===== src/rtl/snes_joy_reader_if.sv =====
// Bus between the auto-read block and its neighbours: the CPU-side request and
// result signals plus the controller port pins.
//
// Handshake: START is a one-cycle request that is accepted only while BUSY=0;
// a request seen while BUSY=1 is dropped. DONE is a one-cycle pulse on the edge
// where JOY1..JOY4 take their new values, and BUSY is already 0 on that edge.
interface snes_joy_reader_if;
    logic        START;
    logic        MULTITAP;
    logic        BUSY;
    logic        DONE;
    logic        PORT_LATCH;
    logic        PORT_CLK;
    logic        PORT_P6;
    logic [1:0]  PORT_DO;
    logic [15:0] JOY1;
    logic [15:0] JOY2;
    logic [15:0] JOY3;
    logic [15:0] JOY4;

    // Side that drives requests and models the pads.
    modport master (
        output START, MULTITAP, PORT_DO,
        input  BUSY, DONE, PORT_LATCH, PORT_CLK, PORT_P6, JOY1, JOY2, JOY3, JOY4
    );

    // Reader side.
    modport slave (
        input  START, MULTITAP, PORT_DO,
        output BUSY, DONE, PORT_LATCH, PORT_CLK, PORT_P6, JOY1, JOY2, JOY3, JOY4
    );
endinterface


===== src/rtl/snes_joy_reader.sv =====
// SNES controller port initiator. It latches the pads, clocks out 16 bits on
// both data lines and, when a multitap is selected, drops IOBit and reads a
// second 16-bit burst for pads 3/4. Results commit atomically at FINISH.
module snes_joy_reader #(
    parameter int LATCH_CYC = 12,
    parameter int HALF_CYC  = 6,
    parameter int P6_SETTLE = 4
) (
    input  logic               CLK,
    input  logic               RESET,
    snes_joy_reader_if.slave   bus,
    output logic [2:0]         state_o
);

    typedef enum logic [2:0] {
        S_IDLE    = 3'd0,
        S_LATCH   = 3'd1,
        S_CLK_LO  = 3'd2,
        S_CLK_HI  = 3'd3,
        S_P6_WAIT = 3'd4,
        S_FINISH  = 3'd5
    } state_t;

    localparam logic [7:0] LATCH_LAST = 8'(LATCH_CYC - 1);
    localparam logic [7:0] HALF_LAST  = 8'(HALF_CYC - 1);
    localparam logic [7:0] P6_LAST    = 8'(P6_SETTLE - 1);

    state_t      state_q;
    logic [7:0]  cyc_q;
    logic [3:0]  bit_q;
    logic        phase_q;
    logic        mt_q;
    logic [15:0] sa_q, sb_q, s1_q, s2_q;
    logic        busy_q, done_q, latch_q, pclk_q, p6_q;
    logic [15:0] joy1_q, joy2_q, joy3_q, joy4_q;

    // Whole read sequence: state, timing counters, shadow shift registers and
    // every registered output live in this one block.
    always_ff @(posedge CLK or posedge RESET) begin
        if (RESET) begin
            state_q <= S_IDLE;
            cyc_q   <= '0;
            bit_q   <= '0;
            phase_q <= 1'b0;
            mt_q    <= 1'b0;
            sa_q    <= '0;
            sb_q    <= '0;
            s1_q    <= '0;
            s2_q    <= '0;
            busy_q  <= 1'b0;
            done_q  <= 1'b0;
            latch_q <= 1'b0;
            pclk_q  <= 1'b1;
            p6_q    <= 1'b1;
            joy1_q  <= '0;
            joy2_q  <= '0;
            joy3_q  <= '0;
            joy4_q  <= '0;
        end else begin
            done_q <= 1'b0;
            case (state_q)
                S_IDLE: begin
                    if (bus.START) begin
                        state_q <= S_LATCH;
                        mt_q    <= bus.MULTITAP;
                        cyc_q   <= '0;
                        bit_q   <= '0;
                        phase_q <= 1'b0;
                        sa_q    <= '0;
                        sb_q    <= '0;
                        s1_q    <= '0;
                        s2_q    <= '0;
                        busy_q  <= 1'b1;
                        latch_q <= 1'b1;
                    end
                end
                S_LATCH: begin
                    if (cyc_q == LATCH_LAST) begin
                        // Latch drops on the same edge the clock goes low, so
                        // the two are never active together.
                        cyc_q   <= '0;
                        latch_q <= 1'b0;
                        pclk_q  <= 1'b0;
                        state_q <= S_CLK_LO;
                    end else begin
                        cyc_q <= cyc_q + 8'd1;
                    end
                end
                S_CLK_LO: begin
                    if (cyc_q == HALF_LAST) begin
                        // Sample just before the rising edge that shifts the pad.
                        sa_q    <= {sa_q[14:0], ~bus.PORT_DO[0]};
                        sb_q    <= {sb_q[14:0], ~bus.PORT_DO[1]};
                        cyc_q   <= '0;
                        pclk_q  <= 1'b1;
                        state_q <= S_CLK_HI;
                    end else begin
                        cyc_q <= cyc_q + 8'd1;
                    end
                end
                S_CLK_HI: begin
                    if (cyc_q == HALF_LAST) begin
                        cyc_q <= '0;
                        if (bit_q != 4'd15) begin
                            bit_q   <= bit_q + 4'd1;
                            pclk_q  <= 1'b0;
                            state_q <= S_CLK_LO;
                        end else if (!phase_q && mt_q) begin
                            // Park pads 1/2 and reuse the shifters for 3/4.
                            s1_q    <= sa_q;
                            s2_q    <= sb_q;
                            sa_q    <= '0;
                            sb_q    <= '0;
                            bit_q   <= '0;
                            p6_q    <= 1'b0;
                            state_q <= S_P6_WAIT;
                        end else begin
                            state_q <= S_FINISH;
                        end
                    end else begin
                        cyc_q <= cyc_q + 8'd1;
                    end
                end
                S_P6_WAIT: begin
                    if (cyc_q == P6_LAST) begin
                        cyc_q   <= '0;
                        phase_q <= 1'b1;
                        pclk_q  <= 1'b0;
                        state_q <= S_CLK_LO;
                    end else begin
                        cyc_q <= cyc_q + 8'd1;
                    end
                end
                S_FINISH: begin
                    if (mt_q) begin
                        joy1_q <= s1_q;
                        joy2_q <= s2_q;
                        joy3_q <= sa_q;
                        joy4_q <= sb_q;
                    end else begin
                        joy1_q <= sa_q;
                        joy2_q <= sb_q;
                        joy3_q <= '0;
                        joy4_q <= '0;
                    end
                    done_q  <= 1'b1;
                    busy_q  <= 1'b0;
                    p6_q    <= 1'b1;
                    state_q <= S_IDLE;
                end
                default: state_q <= S_IDLE;
            endcase
        end
    end

    // All outputs come straight from flops.
    assign bus.BUSY       = busy_q;
    assign bus.DONE       = done_q;
    assign bus.PORT_LATCH = latch_q;
    assign bus.PORT_CLK   = pclk_q;
    assign bus.PORT_P6    = p6_q;
    assign bus.JOY1       = joy1_q;
    assign bus.JOY2       = joy2_q;
    assign bus.JOY3       = joy3_q;
    assign bus.JOY4       = joy4_q;
    assign state_o        = state_q;

endmodule


===== src/flat_wrapper.sv =====
// flat-port wrapper written by rule: the top's interface ports become plain ports
module snes_joy_reader_flat 
#(
    parameter int LATCH_CYC = 12,
    parameter int HALF_CYC  = 6,
    parameter int P6_SETTLE = 4
)
  (CLK, RESET, state_o, bus_START, bus_MULTITAP, bus_PORT_DO, bus_BUSY, bus_DONE, bus_PORT_LATCH, bus_PORT_CLK, bus_PORT_P6, bus_JOY1, bus_JOY2, bus_JOY3, bus_JOY4);
  snes_joy_reader_if bus_i ();
  input  logic CLK;
  input  logic RESET;
  output logic [2:0] state_o;
  input wire logic [$bits(bus_i.START)-1:0] bus_START;
  input wire logic [$bits(bus_i.MULTITAP)-1:0] bus_MULTITAP;
  input wire logic [$bits(bus_i.PORT_DO)-1:0] bus_PORT_DO;
  output wire logic [$bits(bus_i.BUSY)-1:0] bus_BUSY;
  output wire logic [$bits(bus_i.DONE)-1:0] bus_DONE;
  output wire logic [$bits(bus_i.PORT_LATCH)-1:0] bus_PORT_LATCH;
  output wire logic [$bits(bus_i.PORT_CLK)-1:0] bus_PORT_CLK;
  output wire logic [$bits(bus_i.PORT_P6)-1:0] bus_PORT_P6;
  output wire logic [$bits(bus_i.JOY1)-1:0] bus_JOY1;
  output wire logic [$bits(bus_i.JOY2)-1:0] bus_JOY2;
  output wire logic [$bits(bus_i.JOY3)-1:0] bus_JOY3;
  output wire logic [$bits(bus_i.JOY4)-1:0] bus_JOY4;
  assign bus_i.START = bus_START;
  assign bus_i.MULTITAP = bus_MULTITAP;
  assign bus_i.PORT_DO = bus_PORT_DO;
  assign bus_BUSY = bus_i.BUSY;
  assign bus_DONE = bus_i.DONE;
  assign bus_PORT_LATCH = bus_i.PORT_LATCH;
  assign bus_PORT_CLK = bus_i.PORT_CLK;
  assign bus_PORT_P6 = bus_i.PORT_P6;
  assign bus_JOY1 = bus_i.JOY1;
  assign bus_JOY2 = bus_i.JOY2;
  assign bus_JOY3 = bus_i.JOY3;
  assign bus_JOY4 = bus_i.JOY4;
  snes_joy_reader #(.LATCH_CYC(LATCH_CYC), .HALF_CYC(HALF_CYC), .P6_SETTLE(P6_SETTLE)) u_core (.CLK(CLK), .RESET(RESET), .bus(bus_i), .state_o(state_o));
endmodule

===== config.mk =====
export PLATFORM = sky130hd
export DESIGN_NAME = snes_joy_reader_flat
export DESIGN_NICKNAME = d
export VERILOG_FILES = /design/src/rtl/snes_joy_reader_if.sv /design/src/rtl/snes_joy_reader.sv /design/src/flat_wrapper.sv
export SDC_FILE = /design/constraint.sdc
export NUM_CORES = 1
export LEC_CHECK = 0
export BUFFER_PORTS_ARGS = -buffer_cell sky130_fd_sc_hd__buf_2
export CAP_MARGIN = 20
export CORE_MARGIN = 10
export CORE_UTILIZATION = 49
export CTS_CLUSTER_DIAMETER = 50
export CTS_CLUSTER_SIZE = 14
export DETAILED_ROUTE_END_ITERATION = 10
export PLACE_DENSITY_LB_ADDON = 0.1
export REMOVE_ABC_BUFFERS = 1
export SKIP_CTS_REPAIR_TIMING = 1
export SYNTH_ARGS = -nofsm -noshare
export SYNTH_HDL_FRONTEND = slang
export SYNTH_SLANG_ARGS = --single-unit

===== constraint.sdc =====
create_clock -name CLK -period 12.3 [get_ports CLK]
set_clock_uncertainty 0.15 [all_clocks]
set_input_delay 0 -clock CLK [delete_from_list [all_inputs] [get_ports CLK]]
set_output_delay 0 -clock CLK [all_outputs]
set_load 0.005 [all_outputs]

==> metrics.log, run 1 <==
[metrics] top achievable clock speed: 0.292 GHz
[metrics] Fin. Hold Viols: 0
[metrics] number of warnings reported in the yosys synthesis log: 0
[metrics] result of the run: finished clean
[metrics] number of antenna-violating nets in the routed design: 0
[metrics] initial antenna violation count: 0
[metrics] grt total ovfl: 0
[metrics] layout cells sized above 1: 17.3%
[metrics] setup violators final: 0
[metrics] pwr dens: 133 mW/mm^2
[metrics] summed instance area of the synthesized netlist: 0.00676 mm^2
[metrics] 1st-iter DRT viols: 277
[metrics] final wirelength: 15100 um
[metrics] Total Negative Setup Slacks: 0 ns
[metrics] top-level I/O count: 78
[metrics] Vias per Instance: 5.54
[metrics] post-synth cell types: 44
[metrics] commonest cells after routing, fill and taps aside: 147 x dfrtp_1, 142 x nand2_1, 77 x buf_2, 74 x o21ai_0, 66 x o31ai_1
[metrics] wire length of the first global-routing pass: 25400 um
[metrics] Die Y: 137 um
[metrics] largest fanout of any net on the critical path: 66
[metrics] Placeable Area: 0.0134 mm^2
[metrics] cell with the biggest individual delay on the critical path: or4_2
[metrics] Startpoint Class: flop
[metrics] reg-to-reg critical path endpoint: u_core.sb_q[0]$_DFFE_PP0P_
[metrics] Slew headroom: 29.9%
[metrics] part of the cycle the worst path needs: 27.9%
[metrics] DP Wirelength: approximately 9200 um
[metrics] width of the chip: 137 um
[metrics] starting density of the core: 50.5%
[metrics] unrepaired setup endpoints after global routing: false
[metrics] Initial DRT Pass Iterations: 5
[metrics] relative area change from synthesis to final layout: 16.9%
[metrics] category of the critical setup timing path: reg -> reg
[metrics] fraction of the yosys area taken by sequential cells: a little under three fifths
[metrics] Setup WS post-layout: a little under 9 ns
[metrics] R2R Setup Slk: about 9 ns
[metrics] # diodes: 0
[metrics] Clock Sink Count: 150
[metrics] slew at the pin with the worst max-slew slack: 1.05 ns
[metrics] count of state elements after synthesis: 150
[metrics] number of global-route vias before repair: roughly 5200
[metrics] hold crit path type: in -> async
[metrics] timing startpoint of the critical path: u_core.mt_q$_DFFE_PP0P_
[metrics] deepest level of the CTS H-tree: 4
[metrics] top post-synthesis cells by area: dfrtp_1 55%, mux2i_1 9.3%, nand2_1 7.9%
[metrics] via total after detailed routing: 5095
[metrics] layout net count: between 700 and 800
[metrics] overall fraction of global-route tracks in use: 16.7%
[metrics] startpoint of the worst-slack reg-to-reg timing path: u_core.mt_q$_DFFE_PP0P_
[metrics] Worst R2R Path Depth: 5
[metrics] number of buffers added by the clock tree synthesis step: 17
[metrics] Critical Path AT: 3.58 ns
[metrics] kind of capture point of the worst setup path: flop
[metrics] biggest area consumer among synthesized cells: dfrtp_1
[metrics] WL/cell: 16.4 um
[metrics] list of cells traversed by the critical path: buf_4 > nor2b_1 > a21oi_1 > or4_2 > mux2_1
[metrics] area share of the leading cell type in the synthesized netlist: a little over half
[metrics] count of mapped cells out of synthesis: approximately 680
[metrics] commonest non-fill, non-tap cell in the layout: dfrtp_1
[metrics] clock insertion delay at the later pin of the skew report: between 0.4 and 0.5 ns
[metrics] CTS Root Buffer Type: clkbuf_16
[metrics] IR Drop Worst-Case VDD: 0.0894 mV
[metrics] count of port buffers added during placement: 77
[metrics] leakage component of the power: approximately 3.9 nW
[metrics] Max Root-Sink Buffers: 2
[metrics] required time of the worst setup path: around 12 ns
[metrics] largest net degree at the start of global routing: 131
[metrics] Fillers: 1190
[metrics] worst slack, placed: ~9 ns
[metrics] count of flip-flops with a built-in enable after synthesis: 0
[metrics] # rows: 42
[metrics] number of pins with negative max-slew slack in the final report: 0
[metrics] CTS tree: yes
[metrics] average instance area after synthesis: between 10 and 15 um^2
[metrics] DRC violations left: 0
[metrics] clk slew on worst S/H paths: 0.06 ns
[metrics] most used flip-flop cell after synthesis: dfrtp_1
[metrics] die area: between 0.015 and 0.02 mm^2
[metrics] clock period minus final worst setup slack: 3.43 ns
[metrics] delay of the slowest cell on the worst path: 1.15 ns
[metrics] fraction of synthesis flops using an asynchronous set or reset pin: 100%
[metrics] max-capacitance violation count: 0
[metrics] final estimated routing congestion in global placement: 0.826
==> per-layer routing <==
layer / up-vias / GRT usage, % / share of wire (%)
li1: 2452 / - / -
met1: 2509 / 20.7 / 45
met2: 114 / 27.0 / 48
met3: 20 / 5.17 / 5.9
met4: 0 / 5.62 / 1.2
met5: - / 0 / 0
==> state kept, by name (all words and copies together) (netlist names) <==
name,count
u_core.bus.PORT_CLK,1
u_core.bus.BUSY,1
u_core.bus.JOY2,16
u_core.sa_q,16
u_core.bus.DONE,1
u_core.cyc_q,8
u_core.s1_q,16
u_core.bus.JOY4,16
u_core.state_o,3
u_core.s2_q,16
u_core.sb_q,16
u_core.bit_q,4
u_core.phase_q,1
u_core.bus.JOY1,16
u_core.bus.JOY3,16
u_core.bus.PORT_LATCH,1
u_core.mt_q,1
u_core.bus.PORT_P6,1
==> synthesized netlist by cell type, types with 3 or more instances <==
library cell  instances
dfrtp_1             148
nand2_1             142
o21ai_0              74
o31ai_1              66
mux2i_1              63
clkbuf_1             40
inv_1                38
nor2_1               14
a21oi_1              11
nor3_1                9
buf_6                 6
nand3_1               5
a31oi_1               4
buf_2                 4
or3_1                 4
or4_1                 4
and3_1                3
ha_1                  3
nor2b_1               3
o22ai_1               3
==> logic make-up (layout without fill, tap and decap cells) <==
| kind of cell | count (synthesis) | count (layout) | share of synthesized area (%) |
|---|---|---|---|
| xor+xnor | 2 | 2 | 0.259 |
| buf+inv | 91 | 159 | 5.81 |
| fa+ha+maj | 3 | 3 | 0.555 |
| simple gates | 195 | 195 | 12.4 |
| compound gates | 169 | 169 | 15.6 |
| flops | 150 | 150 | 55.5 |
| mux | 66 | 66 | 9.82 |
==> worst max-delay path: cells and delay by family (launching register included) <==
| kind | cells | cell delay (ns) |
|---|---|---|
| compound gates | 1 | 0.14 |
| buf+inv | 1 | 0.65 |
| flops | 1 | 0.33 |
| mux | 1 | 0.49 |
| simple gates | 2 | 1.53 |
==> per-stage QoR <==
| step | cell area, um^2 | hold WS (ns) | total power [mW] | instances | util [%] |
|---|---|---|---|---|---|
| 5_1_grt | 7900 | 0.200 | 1.08 | 920 | 59.0 |
| 2_1_floorplan | 6510 | 0.00157 | 0.518 | 623 | - |
| 3_5_place_dp | 7220 | 0.0595 | 0.524 | 882 | 53.9 |
| 3_3_place_gp | 7190 | 0.0514 | 0.524 | 881 | 53.7 |
| 6_report | 7900 | 0.146 | 1.05 | 920 | 59.0 |
| 4_1_cts | 7830 | -0.388 | 1.06 | 914 | 58.5 |
==> worst max path at each step <==
stage | end | slack [ns] | cells after the start
after detailed placement | u_core.sb_q[0]$_DFFE_PP0P_ | 8.82 | 5
after global routing | u_core.sa_q[0]$_DFFE_PP0P_ | 8.70 | 5
after CTS | u_core.sb_q[0]$_DFFE_PP0P_ | 8.81 | 5
after floorplan | u_core.bit_q[0]$_DFFE_PP0P_ | 8.12 | 1
final | u_core.sb_q[0]$_DFFE_PP0P_ | 8.87 | 5
after global placement | u_core.s2_q[0]$_DFFE_PP0P_ | 8.69 | 5
==> final cells by class <==
cell class	count	area [um^2]	area share, %
clock buffer	17	425	5.38
clock inverter	15	186	2.36
inverter	38	148	1.87
multi-input combinational	435	2650	33.5
sequential	150	3760	47.5
tap	176	220	2.79
timing repair buffer	89	520	6.59
==> power by group <==
group,internal [mW],switching (mW)
logic,0.00568,0.0159
registers,0.494,0.0000361
clock network,0.336,0.198
total,0.836,0.214
No activity file was read; power rests on OpenSTA's default activity.
==> run 2: changes to the inputs <==
==> constraint.sdc (replaced) <==
create_clock -name CLK -period 3.3 [get_ports CLK]
set_clock_uncertainty 0.15 [all_clocks]
set_input_delay 0 -clock CLK [delete_from_list [all_inputs] [get_ports CLK]]
set_output_delay 0 -clock CLK [all_outputs]
set_load 0.005 [all_outputs]
==> run 2 against run 1 <==
- hold slack gained 0.057 ns
- combinational power grew to 4.0 times the previous value
- worst setup slack lost 8.5 ns
- largest power group is now sequential cells
- global-route usage is essentially flat
- final area grew 0.19%
- total power grew to 3.5 times the previous value
- sequential cell count is the same
- register-to-register slack lost 8.5 ns
- sequential share of layout area shrank 0.090 points
- non-clock buffer count grew 9
- final cell count grew 0.76%
- utilization grew 0.11 points
==> metrics.log, run 2 (synthesis results as in run 1) <==
[metrics] pwr dens: 471 mW/mm^2
[metrics] commonest non-fill, non-tap cell in the layout: dfrtp_1
[metrics] slew at the pin with the worst max-slew slack: 0.885 ns
[metrics] clock insertion delay at the later pin of the skew report: 0.42 ns
[metrics] list of cells traversed by the critical path: inv_1 > ha_1 > and3b_1 > a21oi_1 > or4_2 > buf_12 > mux2i_1
[metrics] largest net degree at the start of global routing: 131
[metrics] relative area change from synthesis to final layout: 17.1%
[metrics] final wirelength: roughly 15000 um
[metrics] setup violators final: 0
[metrics] starting density of the core: 50.5%
[metrics] Max Root-Sink Buffers: 2
[metrics] number of buffers added by the clock tree synthesis step: 17
[metrics] cell count of the worst hold path: 3
[metrics] max-capacitance violation count: 0
[metrics] commonest cells after routing, fill and taps aside: 147 x dfrtp_1, 142 x nand2_1, 77 x buf_2, 74 x o21ai_0, 66 x o31ai_1
[metrics] # diodes: 0
[metrics] largest fanout of any net on the critical path: 21
[metrics] Hold WS: 0.202 ns
[metrics] # rows: 42
[metrics] top-level I/O count: just under 80
[metrics] hold crit path type: in -> reg
[metrics] DP Wirelength: 9440 um
[metrics] Fillers: 1185
[metrics] final estimated routing congestion in global placement: ~0.84
[metrics] Worst R2R Path Depth: 7
[metrics] WL/cell: 16.0 um
[metrics] Fin. Hold Viols: 0
[metrics] initial antenna violation count: 0
[metrics] Slew headroom: between 40 and 50%
[metrics] kind of capture point of the worst setup path: flop
[metrics] Initial DRT Pass Iterations: 4
[metrics] cell count after placement: 889
[metrics] number of antenna-violating nets in the routed design: 0
[metrics] count of placed standard cells in the final layout, fillers left out: around 900
[metrics] Total Negative Setup Slacks: 0 ns
[metrics] category of the critical setup timing path: reg -> reg
[metrics] grt total ovfl: 0
[metrics] clock period minus final worst setup slack: 2.89 ns
[metrics] 1st-iter DRT viols: roughly 330
[metrics] Die Y: between 100 and 150 um
[metrics] width of the chip: 137 um
[metrics] number of global-route vias before repair: around 5100
[metrics] layout net count: about 750
[metrics] clk slew on worst S/H paths: 0.06 ns
[metrics] deepest level of the CTS H-tree: 4
[metrics] Clock Sink Count: 150
[metrics] CTS Root Buffer Type: clkbuf_16
[metrics] number of pins with negative max-slew slack in the final report: 0
[metrics] post-layout power: 3.73 mW
[metrics] unrepaired setup endpoints after global routing: false
[metrics] part of the cycle the worst path needs: 87.5%
[metrics] via total after detailed routing: 4958
[metrics] required time of the worst setup path: 3.45 ns
[metrics] Vias per Instance: 5.35
[metrics] Critical Path AT: 3.04 ns
[metrics] overall fraction of global-route tracks in use: 16.7%
[metrics] die area: 0.0189 mm^2
[metrics] IR Drop Worst-Case VDD: between 0.3 and 0.4 mV
[metrics] CTS tree: yes
[metrics] leakage component of the power: ~3.9 nW
[metrics] result of the run: finished clean
[metrics] Placeable Area: 0.0134 mm^2
[metrics] count of port buffers added during placement: 77
[metrics] cell with the biggest individual delay on the critical path: or4_2
[metrics] wire length of the first global-routing pass: about 25000 um
[metrics] Startpoint Class: flop
[metrics] layout cells sized above 1: 17.3%
[metrics] DRC violations left: 0
[metrics] top achievable clock speed: 0.346 GHz
[metrics] delay of the slowest cell on the worst path: a little under 1 ns
## run 2: cell types whose count changed in the layout (fill, tap and decap cells not counted), sizes merged
cell         delta
buf             +8
clkbuf          +9
clkinvlp        -3
bufinv          -3
clkinv          -5
dlygate4sd3     +1
## run 2: layout make-up
class	instances	area, um^2	area share [%]
inverter	38	148	1.86
multi-input combinational	435	2650	33.4
clock buffer	26	499	6.30
tap	176	220	2.78
timing repair buffer	98	603	7.62
sequential	150	3760	47.4
clock inverter	4	45.0	0.569
## run 2: worst paths after layout
check | slack [ns] | start | to
min | 0.20 | bus_MULTITAP | u_core.mt_q$_DFFE_PP0P_
max in group asynchronous | 1.47 | RESET | u_core.s2_q[4]$_DFFE_PP0P_
max reg2reg | 0.41 | u_core.cyc_q[1]$_DFFE_PP0P_ | u_core.sa_q[2]$_DFFE_PP0P_
min in group asynchronous | 0.53 | RESET | u_core.bus.JOY2[3]$_DFFE_PP0P_
max | 0.41 | u_core.cyc_q[1]$_DFFE_PP0P_ | u_core.sa_q[2]$_DFFE_PP0P_
min reg2reg | 0.32 | u_core.bus.JOY3[11]$_DFFE_PP0P_ | u_core.bus.JOY3[11]$_DFFE_PP0P_
## run 2: metrics by stage
stage	cell area (um^2)	setup WS [ns]	utilization, %
floorplan	6510	-0.883	-
global placement	7270	0.503	54.2
detailed placement	7270	0.436	54.2
CTS	7810	0.425	58.3
global route	7920	0.238	59.1
finish	7920	0.412	59.1
## run 2: routing by layer
metal	global-route usage (%)	vias to the layer above	wire length (um)
met5	0	-	0
met4	5.85	0	138
met3	4.66	10	775
met2	27.9	88	7200
met1	20.2	2393	6720
li1	-	2467	-
## run 2: power breakdown
| group | internal (mW) | switching (mW) |
|---|---|---|
| combinational | 0.0261 | 0.0609 |
| sequential | 1.84 | 0.000259 |
| clock | 1.10 | 0.693 |
| total | 2.97 | 0.754 |
## run 2: worst max-delay path, delay by kind of cell, from the launching register on
| family | cells | cell delay (ns) |
|---|---|---|
| AO/OA/AOI/OAI | 1 | 0.29 |
| adder cells (fa/ha/maj) | 1 | 0.13 |
| buffers and inverters | 2 | 0.36 |
| flip-flops | 1 | 0.40 |
| multiplexers | 1 | 0.14 |
| AND/OR/NAND/NOR | 2 | 1.29 |
